==> config.mk <==
export PLATFORM = sky130hd
export DESIGN_NAME = seven_seg_scan_driver
export DESIGN_NICKNAME = d
export VERILOG_FILES = /design/src/rtl/seven_seg_pkg.sv /design/src/rtl/hex_to_seven_seg.sv /design/src/rtl/seven_seg_scan_driver.sv
export SDC_FILE = /design/constraint.sdc
export NUM_CORES = 1
export LEC_CHECK = 0
export ABC_AREA = 1
export CAP_MARGIN = 10
export CELL_PAD_IN_SITES_DETAIL_PLACEMENT = 1
export CELL_PAD_IN_SITES_GLOBAL_PLACEMENT = 1
export CORE_MARGIN = 2
export CORE_UTILIZATION = 30
export CTS_BUF_LIST = sky130_fd_sc_hd__clkbuf_4 sky130_fd_sc_hd__clkbuf_8 sky130_fd_sc_hd__clkbuf_16
export DETAILED_ROUTE_END_ITERATION = 10
export PLACE_DENSITY_LB_ADDON = 0.1
export REMOVE_ABC_BUFFERS = 1
export SLEW_MARGIN = 20
export SYNTH_ARGS = -nofsm -noshare
export SYNTH_HDL_FRONTEND = slang
export SYNTH_HIERARCHICAL = 1
export SYNTH_SLANG_ARGS = --single-unit
==> constraint.sdc <==
create_clock -name clk -period 6.94 [get_ports clk]
set_input_delay 2.082 -clock clk [delete_from_list [all_inputs] [get_ports clk]]
set_output_delay 2.082 -clock clk [all_outputs]
set_load 0.005 [all_outputs]
==> src/rtl/seven_seg_pkg.sv <==
// Shared types and constants for the seven-segment scan driver.
// Segment vectors are active-low: seg[0]=a .. seg[6]=g.
package seven_seg_pkg;

  typedef logic [6:0] seg_t;

  // All segments off
  localparam seg_t SEG_BLANK = 7'h7F;

  // Hex glyphs 0..F, active-low
  localparam seg_t HEX_GLYPH [16] = '{
    7'h40, 7'h79, 7'h24, 7'h30,
    7'h19, 7'h12, 7'h02, 7'h78,
    7'h00, 7'h10, 7'h08, 7'h03,
    7'h46, 7'h21, 7'h06, 7'h0E
  };

endpackage

==> src/rtl/hex_to_seven_seg.sv <==
// Combinational hex nibble to active-low segment decoder.
// Ports:
//   nibble  in   4  hex digit value
//   seg_c   out  7  active-low segment pattern (a = bit 0)
module hex_to_seven_seg
  import seven_seg_pkg::*;
(
  input  logic [3:0] nibble,
  output seg_t       seg_c
);

  assign seg_c = HEX_GLYPH[nibble];

endmodule

==> src/rtl/seven_seg_scan_driver.sv <==
// Time-multiplexed driver for a common-anode multi-digit seven-segment display.
// A shadow register captures new values at any time; they are moved into the
// display register only at a frame boundary so a frame never mixes values.
// Ports:
//   clk       in   1      clock
//   rst       in   1      synchronous active-high reset
//   en        in   1      scan enable; 0 = dark outputs, counters frozen
//   load      in   1      capture in/dp into the shadow register
//   in        in   N*4    value, digit 0 in the low nibble
//   dp        in   N      decimal point request per digit
//   blank_lz  in   1      blank leading zero digits
//   an        out  N      anode select, one-hot active-low
//   seg       out  7      segments, active-low
//   dp_out    out  1      decimal point, active-low
module seven_seg_scan_driver
  import seven_seg_pkg::*;
#(
  parameter int unsigned p_num_digits     = 4,
  parameter int unsigned p_refresh_cycles = 1000
) (
  input  logic                      clk,
  input  logic                      rst,
  input  logic                      en,
  input  logic                      load,
  input  logic [p_num_digits*4-1:0] in,
  input  logic [p_num_digits-1:0]   dp,
  input  logic                      blank_lz,
  output logic [p_num_digits-1:0]   an,
  output seg_t                      seg,
  output logic                      dp_out
);

  localparam int unsigned VAL_W = p_num_digits * 4;
  localparam int unsigned PRE_W = $clog2(p_refresh_cycles);
  localparam int unsigned IDX_W = (p_num_digits > 1) ? $clog2(p_num_digits) : 1;
  localparam logic [PRE_W-1:0] PRE_LAST = PRE_W'(p_refresh_cycles - 1);
  localparam logic [IDX_W-1:0] IDX_LAST = IDX_W'(p_num_digits - 1);
  localparam logic [p_num_digits-1:0] AN_OFF = '1;

  logic [PRE_W-1:0]        prescaler;
  logic [IDX_W-1:0]        idx;
  logic [VAL_W-1:0]        shadow_val;
  logic [p_num_digits-1:0] shadow_dp;
  logic [VAL_W-1:0]        disp_val;
  logic [p_num_digits-1:0] disp_dp;
  logic                    pending;

  logic       slot_end_c;
  logic       frame_end_c;
  logic       commit_c;
  logic [3:0] nibble_c;
  logic       dp_sel_c;
  logic       zero_run_c;
  logic       upper_zero_c;
  logic       blank_c;
  seg_t       glyph_c;

  // Slot and frame boundaries, and when the shadow moves to the display
  always_comb begin
    slot_end_c  = en && (prescaler == PRE_LAST);
    frame_end_c = slot_end_c && (idx == IDX_LAST);
    commit_c    = pending && (frame_end_c || !en);
  end

  // Select the current digit and decide whether it is a leading zero.
  // Walking from the top digit down, zero_run_c stays set only while every
  // nibble seen so far is zero.
  always_comb begin
    nibble_c     = 4'h0;
    dp_sel_c     = 1'b0;
    zero_run_c   = 1'b1;
    upper_zero_c = 1'b0;
    for (int i = int'(p_num_digits) - 1; i >= 0; i--) begin
      zero_run_c = zero_run_c && (disp_val[4*i +: 4] == 4'h0);
      if (IDX_W'(i) == idx) begin
        nibble_c     = disp_val[4*i +: 4];
        dp_sel_c     = disp_dp[i];
        upper_zero_c = zero_run_c;
      end
    end
    blank_c = blank_lz && (idx != '0) && upper_zero_c;
  end

  hex_to_seven_seg u_hex_to_seven_seg (
    .nibble (nibble_c),
    .seg_c  (glyph_c)
  );

  // Scan counters, shadow/display registers and registered pin drivers
  always_ff @(posedge clk) begin
    if (rst) begin
      prescaler  <= '0;
      idx        <= '0;
      shadow_val <= '0;
      shadow_dp  <= '0;
      disp_val   <= '0;
      disp_dp    <= '0;
      pending    <= 1'b0;
      an         <= AN_OFF;
      seg        <= SEG_BLANK;
      dp_out     <= 1'b1;
    end else begin
      if (en) begin
        if (slot_end_c) begin
          prescaler <= '0;
          idx       <= (idx == IDX_LAST) ? '0 : idx + IDX_W'(1);
        end else begin
          prescaler <= prescaler + PRE_W'(1);
        end
        an     <= ~(p_num_digits'(1) << idx);
        seg    <= blank_c ? SEG_BLANK : glyph_c;
        dp_out <= ~(dp_sel_c && !blank_c);
      end else begin
        an     <= AN_OFF;
        seg    <= SEG_BLANK;
        dp_out <= 1'b1;
      end

      if (load) begin
        shadow_val <= in;
        shadow_dp  <= dp;
      end

      // A load coinciding with a commit stays pending for the next frame
      if (commit_c) begin
        disp_val <= shadow_val;
        disp_dp  <= shadow_dp;
      end

      pending <= load || (pending && !commit_c);
    end
  end

endmodule

==> summary by stage, run 1 <==
Setup path
The critical path is of the input port to register type. The worst setup path is captured at a register. At the worst endpoint, the arrival time is 4030 ps. Of all nets on the critical path, the largest fanout is 40.

The element type at the critical path start is an input port. The data required time at the worst endpoint is 7160 ps. The slack of the worst reg-to-reg path is 4240 ps. The number of cells on the worst reg-to-reg path is 14.

STA
Once routing completed, OpenROAD measured the worst setup slack at 3140 ps. The minimum clock period after layout is 3800 ps. Of the available clock period, the critical path in the final layout requires 54.8%. Setup violations remaining at the end of the flow were counted as 0. Derived from the worst setup path, the maximum achievable clock frequency is 0.263 GHz. The transition time of the tightest slew-check pin is 957 ps.

The setup TNS is 0 ps. Setup repair after global routing left no endpoint under its margin. The number of endpoints with negative hold slack in the final report is 0. The number of pins with negative max-slew slack in the final report was 0. The relative slew slack is 36.0%. Across the routed clock network, the largest skew measured is 10.3 ps.

Global route
The largest net degree at the start of global routing is 43. The initial antenna violation count is 0. The number of global-route vias before repair was 2,626. The first global-routing pass estimated 12.1 mm of wire. The residual overflow from global routing is 0. Global routing used 13.7% of the available tracks across all layers.

Outcome
The flow ran to the end, and the final reports show no timing, DRC or antenna violations.

Synth
The distinct cell type count of the synthesized netlist is 30. The most common flop cell mapped by yosys is sky130_fd_sc_hd__dfxtp_1. Summing the areas of all xor and xnor instances in the mapped netlist gives 0.588% of the synthesized area. Summing the areas of all and, or, nand and nor instances in the mapped netlist gives 23.3% of the synthesized area.

The number of flops mapped to enable cells by yosys is 0. The main combinational cell family by area after synthesis is simple AND/OR/NAND/NOR gates. The mean cell area of the mapped netlist is 7.32 µm². During synthesis, Yosys emitted a total of 6 warnings. The count of state elements after synthesis is 65. The synthesized netlist devotes 16.0% of its cell area to compound gates. Summing the sequential cell areas from Yosys gives 43.7% of the chip area. The area share of fa/ha/maj cells after synthesis is 5.04%. The multiplexer share of the synthesized area is 0%. Counting flops with an async set or reset pin after synthesis yields a share of 0%. The post-synthesis instance area is 2980 µm². After technology mapping, the gate count stands at 407.

Clock network
The longest clock path from root to sink contains 2 buffers. The number of clock buffers added by TritonCTS is 9. The later pin in the worst-skew pair is clocked with a latency of 340 ps. The number of post-CTS setup repair buffers is 0.

Counting every sink on the clock net gives 65. After clock tree synthesis, the repair step resized 0 gates. Clock-pin slew was measured on the worst setup and hold paths at 60 ps.

The root buffer cell is sky130_fd_sc_hd__clkbuf_8. The H-tree was split into 3 levels. TritonCTS built the clock tree. After clock tree synthesis, the flow added hold-fix buffers numbering 0.

Final layout
Of the cells placed in the final design, the portion with a size suffix greater than 1 is 5.06%. The library cells used most frequently in the layout, excluding fill and tap cells, are 65 x sky130_fd_sc_hd__dfxtp_1, 56 x sky130_fd_sc_hd__nand2_1, 55 x sky130_fd_sc_hd__inv_1. The antenna diode count is 0. In the final layout, the multi-input gates occupy 1340 µm².

The area added between synthesis and finish is 19.3%. For this run, the post-layout net count is 470. The library cell used most frequently in the layout, excluding fill and tap cells, is sky130_fd_sc_hd__dfxtp_1.

Across the whole layout, storage elements account for 1300 µm². The filler cells instantiated in the layout total 1,223.

Routing
Wires add up to 7.11 mm. The routed layout has 2,647 vias. In the final routed layout, each cell accounts on average for 12.5 µm.

In the routed design, unresolved DRC markers number 0. The detailed-route vias per instance is 4.66. The detailed router finished its first iteration with 44 violations. Once detail routing completed, the nets flagged for antenna violations numbered 0.

The first detailed-routing pass ran for 4 iterations.

Floorplanning
The core region is 9730 µm². The cell row count is 36. From left edge to right edge, the die measures 104 µm. The initial utilization of the core area, before any placement, comes to 30.6%. Measured along the y axis, the die boundary spans 104 µm. The die covers 10,700 µm². 37 I/O pins were placed.

Placed design
The final HPWL from detailed placement is 4.93 mm. Input and output buffers added on the ports amount to 36. The pre-CTS worst setup slack is 2800 ps. The placer's final routability congestion estimate is 0.750.

Pwr
The worst vdd rail ir drop is 0.0000704 V. The total power divided by cell area is 216 nW/µm². For this design the static power due to leakage is 1.44 nW.

Flow run
The max-cap check violation count is 0.

Hold path
The worst hold path belongs to the class register to register. The worst hold path cell count is 2.
[cell usage after synthesis (2+ instances only)]
master / count / share of area (%)
sky130_fd_sc_hd__a211oi_1: 2 / 0.50
sky130_fd_sc_hd__nor2_1: 38 / 4.8
sky130_fd_sc_hd__a31oi_1: 3 / 0.63
sky130_fd_sc_hd__nand3_1: 53 / 8.9
sky130_fd_sc_hd__buf_1: 2 / 0.25
sky130_fd_sc_hd__inv_1: 56 / 7.1
sky130_fd_sc_hd__clkbuf_1: 10 / 1.3
sky130_fd_sc_hd__buf_6: 3 / 1.1
sky130_fd_sc_hd__dfxtp_1: 65 / 44
sky130_fd_sc_hd__ha_1: 12 / 5.0
sky130_fd_sc_hd__a21oi_1: 48 / 8.1
sky130_fd_sc_hd__xor2_1: 2 / 0.59
sky130_fd_sc_hd__o21ai_0: 28 / 4.7
sky130_fd_sc_hd__inv_2: 2 / 0.25
sky130_fd_sc_hd__nand2_1: 56 / 7.1
sky130_fd_sc_hd__buf_4: 2 / 0.50
sky130_fd_sc_hd__o311ai_0: 3 / 0.88
sky130_fd_sc_hd__buf_2: 6 / 1.0
sky130_fd_sc_hd__nor3_1: 5 / 0.84
[layer usage]
layer | vias up | track usage (%) | routed length (µm) | share of wire [%]
met5 | - | 0 | 0 | 0
li1 | 1380 | - | - | -
met1 | 1209 | 17.9 | 3630 | 51
met4 | 0 | 5.89 | 126 | 1.8
met3 | 11 | 3.34 | 316 | 4.4
met2 | 47 | 21.4 | 3040 | 43
[kinds of logic after synthesis]
group | count (synthesis)
AO/OA/AOI/OAI | 89
XOR/XNOR | 2
adder cells (fa/ha/maj) | 12
buffers and inverters | 81
flip-flops | 65
AND/OR/NAND/NOR | 158
[sequential cells by signal (all words and copies together) (netlist names)]
name,flops
idx,2
prescaler,10
pending,1
disp_val,16
disp_dp,4
shadow_val,16
seg,7
an,4
dp_out,1
shadow_dp,4
[metrics by stage]
stage / total power [W] / instance area, µm² / utilization (%) / hold slack (ps) / cells
2_1_floorplan: 0.000460 / 2860 / - / 426 / 384
3_3_place_gp: 0.000498 / 3400 / 34.9 / 448 / 555
3_5_place_dp: 0.000500 / 3400 / 34.9 / 455 / 555
4_1_cts: 0.000784 / 3560 / 36.5 / 465 / 568
5_1_grt: 0.000810 / 3560 / 36.5 / 484 / 568
6_report: 0.000767 / 3560 / 36.5 / 459 / 568
[worst max-delay path, cell delays in order]
cell	delay, ps
sky130_fd_sc_hd__clkdlybuf4s50_1	620
sky130_fd_sc_hd__inv_2	130
sky130_fd_sc_hd__nor2_4	160
sky130_fd_sc_hd__nand4_2	130
sky130_fd_sc_hd__nand2_2	580
sky130_fd_sc_hd__nand3_1	170
sky130_fd_sc_hd__nand2_1	110
sky130_fd_sc_hd__nor2_1	40
[area by class of cell]
class / count / area share, %
sequential: 65 / 36.6
clock inverter: 1 / 0.141
clock buffer: 12 / 4.29
tap: 133 / 4.68
inverter: 58 / 6.12
timing repair buffer: 38 / 10.6
multi-input combinational: 261 / 37.6
[worst paths after layout]
check / start / to
max: en / disp_val[3]$_SDFFE_PP0P_
max reg2reg: idx[1]$_SDFFE_PP0P_ / seg[3]$_SDFF_PP1_
min: shadow_val[15]$_SDFFE_PP0P_ / shadow_val[15]$_SDFFE_PP0P_
min reg2reg: shadow_val[15]$_SDFFE_PP0P_ / shadow_val[15]$_SDFFE_PP0P_
[power by group]
part           total (W)  internal, W  leakage [nW]  switching, W
Clock           0.000277     0.000141        0.0850      0.000136
Sequential      0.000402     0.000392         0.535    0.00000985
Combinational  0.0000876    0.0000390         0.822     0.0000486
Total           0.000767     0.000572          1.44      0.000194
Power figures use the tool's default switching activity.
==> inputs of run 2 (changes only) <==
- clock period: 6.94 -> 3.1 ns (I/O delays scaled with it)
==> run 2 against run 1 <==
Total power up 130%. Sequential power up 120%. Final area increased by 2.2%. Wire length is 2.0% higher. Global-route usage increased by 0.40 points. Sequential share of layout area decreased by 0.79 points. Critical path type is now register to register. Critical endpoint is now seg[3]$_SDFF_PP1_.
==> summary by stage, run 2 (synthesis gave the netlist of run 1 again) <==
Global route
The largest net degree at the start of global routing is 43 (unchanged). The residual overflow from global routing is 0 (unchanged). The wire length of the first global-routing pass is 12.5 mm (+2.8%).

The number of global-route vias before repair came to 2,542 (-3.2%). The initial antenna violation count is 0 (unchanged). The overall fraction of global-route tracks in use is 14.1% (+0.40 points).

STA
The relative slew slack is 57.0% (+21 points). The minimum setup slack in the final design is 494 ps (-2640 ps). The transition time of the tightest slew-check pin came to 644 ps (-314 ps). The final setup violation count was 0 (unchanged). Setup repair after global routing left no endpoint under its margin. The minimum clock period after layout is 2610 ps. The final worst clock skew is 9.36 ps (-0.893 ps).

The minimum hold slack is 461 ps (+2.04 ps). The final worst-path cycle share is 84.1%. The maximum frequency from static timing analysis is 0.384 GHz.

The setup TNS came to 0 ps (unchanged). The number of endpoints with negative hold slack in the final report is 0 (unchanged). The number of pins with negative max-slew slack in the final report is 0 (unchanged).

Hold path
The min-delay analysis places its worst path in the category register to register.

Final layout
The antenna diode count is 0 (unchanged). The area added between synthesis and finish is 22.0%. The design area was 3630 µm² (+2.2%). The commonest non-fill, non-tap cell in the layout is sky130_fd_sc_hd__dfxtp_1. The number of nets in the final layout came to 475 (+1.1%). The fraction of layout instances using a drive strength above 1 is 6.55% (+1.5 points). Leaving out fill and tap cells, the most frequent cells in the layout are 65 x sky130_fd_sc_hd__dfxtp_1, 56 x sky130_fd_sc_hd__inv_1, 56 x sky130_fd_sc_hd__nand2_1. In the final layout, the registers with the most flip-flops are disp_val (16), shadow_val (16), prescaler (10).

Pwr
The worst vdd rail ir drop was 0.000149 V (+110%). The clock group share of total power came to 37.8% (+1.7 points). The total power divided by cell area was 488 nW/µm² (+130%).

The net load switching power came to 0.000463 W (+140%). The internal power component came to 0.00131 W (+130%). The overall power after layout came to 0.00178 W (+130%). The sequential fraction of design power is 50.7% (-1.7 points).

The leakage component of the power came to 1.48 nW (+2.4%). The switching part of the total power was 26.1% (+0.74 points). The relative contribution of combinational cells to total power is 11.4% (about the same).

Clock network
The number of CTS-inserted buffers is 9 (unchanged). The number of post-CTS setup repair buffers is 0 (unchanged). The clock latency at the later pin of the worst-skew pair is 340 ps (about the same). The tree is rooted in a sky130_fd_sc_hd__clkbuf_8. The register clock-pin slew on the reported worst setup and hold paths is 70 ps (about the same). The clock tree from TritonCTS is yes. The clock sink count is 65 (unchanged). The post-cts sizing count is 0 (unchanged).

The clock tree buffer depth is 2 (unchanged). The count of H-tree levels built during CTS is 3 (unchanged). The number of buffers inserted by hold repair at cts came to 0 (unchanged).

Placed design
The pre-CTS worst setup slack came to 452 ps (-2350 ps). The final HPWL from detailed placement is 5.01 mm (+1.7%). The number of buffers inserted by port buffering is 36 (unchanged). The placer's final routability congestion estimate came to 0.733 (-2.2%). The instance area after placement is 3450 µm² (+1.5%).

Setup path
The worst setup path is captured at a register. The setup path with the least slack is of type register to register. The slack of the worst reg-to-reg path came to 490 ps (-3750 ps). The biggest fanout along the worst timing path was 5 (-88%).

The element type at the critical path start is a register. The data required time at the worst endpoint came to 3300 ps (-3860 ps). The signal arrival time at the worst endpoint came to 2810 ps (-1220 ps).

Flow run
The max-cap check violation count is 0 (unchanged).

Floorplanning
The cell row count is 36 (unchanged). The width of the chip is 104 µm (unchanged). The count of boundary I/O pins was 37 (unchanged). The core box area is 9730 µm² (unchanged). The height of the chip is 104 µm (unchanged). The initial cell density of the core is 30.6% (unchanged). The floorplan die area is 10,700 µm² (unchanged).

Routing
The number of DRC markers after the initial detailed-route iteration is 76 (+73%). The count of antenna-violating nets left after detailed routing is 0 (unchanged). The number of remaining DRC errors was 0 (unchanged).

The total via count after detailed routing came to 2,639 (-0.30%). The total wirelength of the detailed-routed design is 7.25 mm (+2.0%). The number of iterations in the first detailed-routing pass is 4 (unchanged). The average detailed-routed wire length per instance was 12.6 µm (+0.54%). The detailed-route vias per instance came to 4.58 (-1.7%).

Outcome
The flow ran to the end, and the final reports show no timing, DRC or antenna violations.
-- run 2: cell count changes in the layout (fill, tap and decap cells not counted), sizes merged --
| cell | change |
|---|---|
| clkinvlp | +3 |
| buf | +5 |
-- run 2: per-stage QoR --
step / std cells / util [%]
2_1_floorplan: 384 / -
3_3_place_gp: 560 / 35.4
3_5_place_dp: 560 / 35.4
4_1_cts: 576 / 37.4
5_1_grt: 576 / 37.4
6_report: 576 / 37.4
-- run 2: power by group through the flow --
stage / sequential (W) / clock [W] / combinational (W)
floorplan: 0.000918 / 0 / 0.000113
global placement: 0.000919 / 0 / 0.000202
detailed placement: 0.000920 / 0 / 0.000206
CTS: 0.000901 / 0.000702 / 0.000208
global route: 0.000905 / 0.000732 / 0.000235
finish: 0.000901 / 0.000671 / 0.000203
-- run 2: path summary, 6_finish.rpt --
check | startpoint | end | depth (start not counted)
min reg2reg | shadow_val[11]$_SDFFE_PP0P_ | shadow_val[11]$_SDFFE_PP0P_ | 2
max reg2reg | idx[0]$_SDFFE_PP0P_ | seg[3]$_SDFF_PP1_ | 16
max | idx[0]$_SDFFE_PP0P_ | seg[3]$_SDFF_PP1_ | 16
min | shadow_val[11]$_SDFFE_PP0P_ | shadow_val[11]$_SDFFE_PP0P_ | 2
-- run 2: critical path, cell delays in order (launching register included) --
cell and delay, ps:
sky130_fd_sc_hd__dfxtp_1 400, sky130_fd_sc_hd__inv_1 100, sky130_fd_sc_hd__ha_1 270, sky130_fd_sc_hd__inv_1 120, sky130_fd_sc_hd__nand2_1 90, sky130_fd_sc_hd__inv_1 140
sky130_fd_sc_hd__nand3_1 110, sky130_fd_sc_hd__o311ai_0 140, sky130_fd_sc_hd__o21ai_0 160, sky130_fd_sc_hd__inv_1 170, sky130_fd_sc_hd__inv_1 130, sky130_fd_sc_hd__ha_1 320
sky130_fd_sc_hd__nand2_1 60, sky130_fd_sc_hd__nand3_1 90, sky130_fd_sc_hd__nand2_1 50, sky130_fd_sc_hd__inv_1 40, sky130_fd_sc_hd__nand3_1 60
-- run 2: metal layers --
layer / GRT usage [%] / vias up / share of wire [%]
met1: 19.6 / 1201 / 52
li1: - / 1388 / -
met5: 0 / - / 0
met4: 6.08 / 0 / 1.3
met3: 2.52 / 10 / 3.4
met2: 21.4 / 40 / 43
-- run 2: cell type report --
cell class | instances | area (µm²)
clock buffers | 12 | 159
clock inverters | 4 | 27.5
fillers | 1237 | 6090
inverters | 58 | 218
multi-input cells | 261 | 1340
flip-flops and latches | 65 | 1300
well taps | 133 | 166
repair buffers | 43 | 425
==> inputs of run 3 (changes only) <==
- clock period: 3.1 -> 2.61 ns (I/O delays scaled with it)
==> run 3 against run 2 <==
Non-clock buffer count rose by 7. Combinational power rose by 24%. Wire length fell by 1.1%. Count of clock-buffer cells in the layout did not move. Final cell count rose by 1.0%. Core utilization rose by 0.71 points. First-iteration DRC count rose by 18%. Largest cell class unchanged. Flip-flop and latch count did not move.
==> summary by stage, run 3 (synthesis gave the netlist of run 1 again) <==
Pwr
The worst vdd rail ir drop was 0.000245 V (+64%). The leakage component of the power is 1.53 nW (+3.6%). The total power divided by cell area is 591 nW/µm² (+21%). The overall power after layout was 0.00219 W (+23%).

Final layout
The number of nets in the final layout is 482 (+1.5%). The fraction of layout instances using a drive strength above 1 is 8.46% (+1.9 points). Leaving out fill and tap cells, the most frequent cells in the layout are 64 x sky130_fd_sc_hd__dfxtp_1, 56 x sky130_fd_sc_hd__nand2_1, 55 x sky130_fd_sc_hd__inv_1. The library cell used most frequently in the layout, excluding fill and tap cells, is sky130_fd_sc_hd__dfxtp_1. The final core area utilization is 38.1% (+0.71 points). The number of standard cells in the layout, taps in and fillers out is 582 (+1.0%). The largest registers in the layout are disp_val (16), shadow_val (16), prescaler (10). The area added between synthesis and finish is 24.3%. The design area is 3700 µm² (+1.9%). The antenna diode count is 0 (unchanged).

Routing
The total wirelength of the detailed-routed design is 7.17 mm (-1.1%). The number of DRC markers after the initial detailed-route iteration was 90 (+18%). The count of antenna-violating nets left after detailed routing is 0 (unchanged).

The number of iterations in the first detailed-routing pass was 4 (unchanged). The detailed-route vias per instance is 4.59 (+0.17%). The highest layer touched by signal routing is met4.

The average detailed-routed wire length per instance came to 12.3 µm (-2.1%). The wire length on met3 is 185 µm (-25%). The number of remaining DRC errors is 0 (unchanged). The detailed route wirelength on metal2 came to 3.28 mm (+4.9%).

The met1 wire length is 3.62 mm (-4.3%). The total via count after detailed routing was 2,671 (+1.2%).

STA
The final setup violation count is 0 (unchanged). The minimum clock period after layout is 2220 ps (-390 ps). The final worst clock skew is 11.7 ps (+2.32 ps). Setup repair after global routing left no endpoint under its margin. The maximum frequency from static timing analysis is 0.451 GHz (+18%).

The final worst-path cycle share is 84.9% (+0.86 points). The number of pins with negative max-slew slack in the final report is 0 (unchanged). The setup TNS is 0 ps (unchanged). The relative slew slack is 74.0% (+17 points).

The transition time of the tightest slew-check pin is 384 ps (-259 ps). The number of endpoints with negative hold slack in the final report is 0 (unchanged).

Clock network
TritonCTS built the clock tree. The register clock-pin slew on the reported worst setup and hold paths is 80 ps (about the same). The clock tree buffer depth is 2 (unchanged). The clock latency at the later pin of the worst-skew pair was 340 ps (about the same). The clock sink count is 65 (unchanged). The root buffer cell chosen for the clock tree is sky130_fd_sc_hd__clkbuf_8. The number of CTS-inserted buffers is 9 (unchanged). The count of H-tree levels built during CTS is 3 (unchanged).

Setup path
The signal arrival time at the worst endpoint is 2450 ps (-360 ps). The data required time at the worst endpoint is 2840 ps (-460 ps). The kind of cell with the highest combined delay along the critical path is buffers and inverters. Walking the worst path, the cells encountered are inv_1, ha_1, inv_1, nand2_1, inv_2, nand3_1, o311ai_1, o21ai_1, inv_1, inv_1, ha_1, nand2_1, nand3_1, nand2_1, inv_1, nand3_1. The worst setup path is captured at a register. For this design, the slowest cell found on the critical path is sky130_fd_sc_hd__dfxtp_1. The delay of the slowest cell on the worst path is 360 ps (-40 ps). The buffers plus inverters on the worst setup path was 6 (unchanged). STA classifies the critical path startpoint as a register.

The biggest fanout along the worst timing path is 5 (unchanged). The cell repeated most along the worst path is sky130_fd_sc_hd__inv_1. The critical path is of the register to register type.

Global route
The initial antenna violation count came to 0 (unchanged). The largest net degree at the start of global routing is 42 (-2.3%). The overall fraction of global-route tracks in use is 13.9% (-0.20 points). The number of global-route vias before repair is 2,574 (+1.3%). The wire length of the first global-routing pass was 12.3 mm (-1.2%). The residual overflow from global routing is 0 (unchanged).

Floorplanning
The count of boundary I/O pins is 37 (unchanged). The width of the chip came to 104 µm (unchanged). The floorplan die area was 10,700 µm² (unchanged). The cell row count was 36 (unchanged). The core box area is 9730 µm² (unchanged).

The initial cell density of the core came to 30.6% (unchanged). The height of the chip was 104 µm (unchanged).

Placed design
The instance area after placement is 3490 µm² (+1.1%). The final HPWL from detailed placement was 5.00 mm (-0.17%). The placer's final routability congestion estimate is 0.756 (+3.2%). The number of placed instances with taps included is 565 (+0.89%). The number of buffers inserted by port buffering is 36 (unchanged).

Hold path
The path class of the tightest hold or removal check is register to register.

Outcome
The run finished with clean final reports.

Flow run
The max-cap check violation count came to 0 (unchanged).
## run 3: changes by cell type in the layout (fill, tap and decap cells not counted), sizes merged
| cell | delta |
|---|---|
| bufinv | +1 |
| clkinvlp | -3 |
| buf | +7 |
| clkinv | +1 |
## run 3: worst paths after layout
| path | start | end | slack (ps) | cells after the start |
|---|---|---|---|---|
| worst max-delay path | idx[1]$_SDFFE_PP0P_ | seg[3]$_SDFF_PP1_ | 390 | 16 |
| worst min-delay path | shadow_val[6]$_SDFFE_PP0P_ | shadow_val[6]$_SDFFE_PP0P_ | 460 | 2 |
| worst max register to register | idx[1]$_SDFFE_PP0P_ | seg[3]$_SDFF_PP1_ | 390 | 16 |
| worst min register to register | shadow_val[6]$_SDFFE_PP0P_ | shadow_val[6]$_SDFFE_PP0P_ | 460 | 2 |
## run 3: what timing repair did
item / CTS / global route
resized for setup: 0 / 5
setup buffers: 0 / 2
hold buffers: 0 / 0
setup endpoints to repair: 0 / 7
## run 3: layer usage
layer,GRT usage [%],up-vias
met4,5.50,0
met2,22.4,29
met5,0,-
met1,18.1,1234
li1,-,1401
met3,2.89,7
## run 3: worst register-to-register path: cells and delay by family (launching register included)
family	cells	cell delay [ps]
flip-flops	1	360
AND/OR/NAND/NOR	6	440
buffers and inverters	6	570
adder cells (fa/ha/maj)	2	510
AO/OA/AOI/OAI	2	250
## run 3: cell type report
class                           count  area, µm²
Fill cell                        1227       6030
Multi-Input combinational cell    261       1340
Sequential cell                    65       1300
Timing Repair Buffer               50        478
Inverter                           58        218
Tap cell                          133        166
Clock buffer                       12        159
Clock inverter                      3       40.0
## run 3: stage by stage
stage	hold slack, ps	setup WS [ps]
2_1_floorplan	426	360
3_5_place_dp	448	61.4
3_3_place_gp	445	105
4_1_cts	458	51.9
6_report	455	393
5_1_grt	481	88.6
## run 3: report_power, final
group	leakage, nW	total, W	internal [W]	switching, W
combinational	0.888	0.000251	0.000115	0.000136
clock	0.106	0.000872	0.000496	0.000376
sequential	0.535	0.00106	0.00104	0.0000216
total	1.53	0.00219	0.00165	0.000534
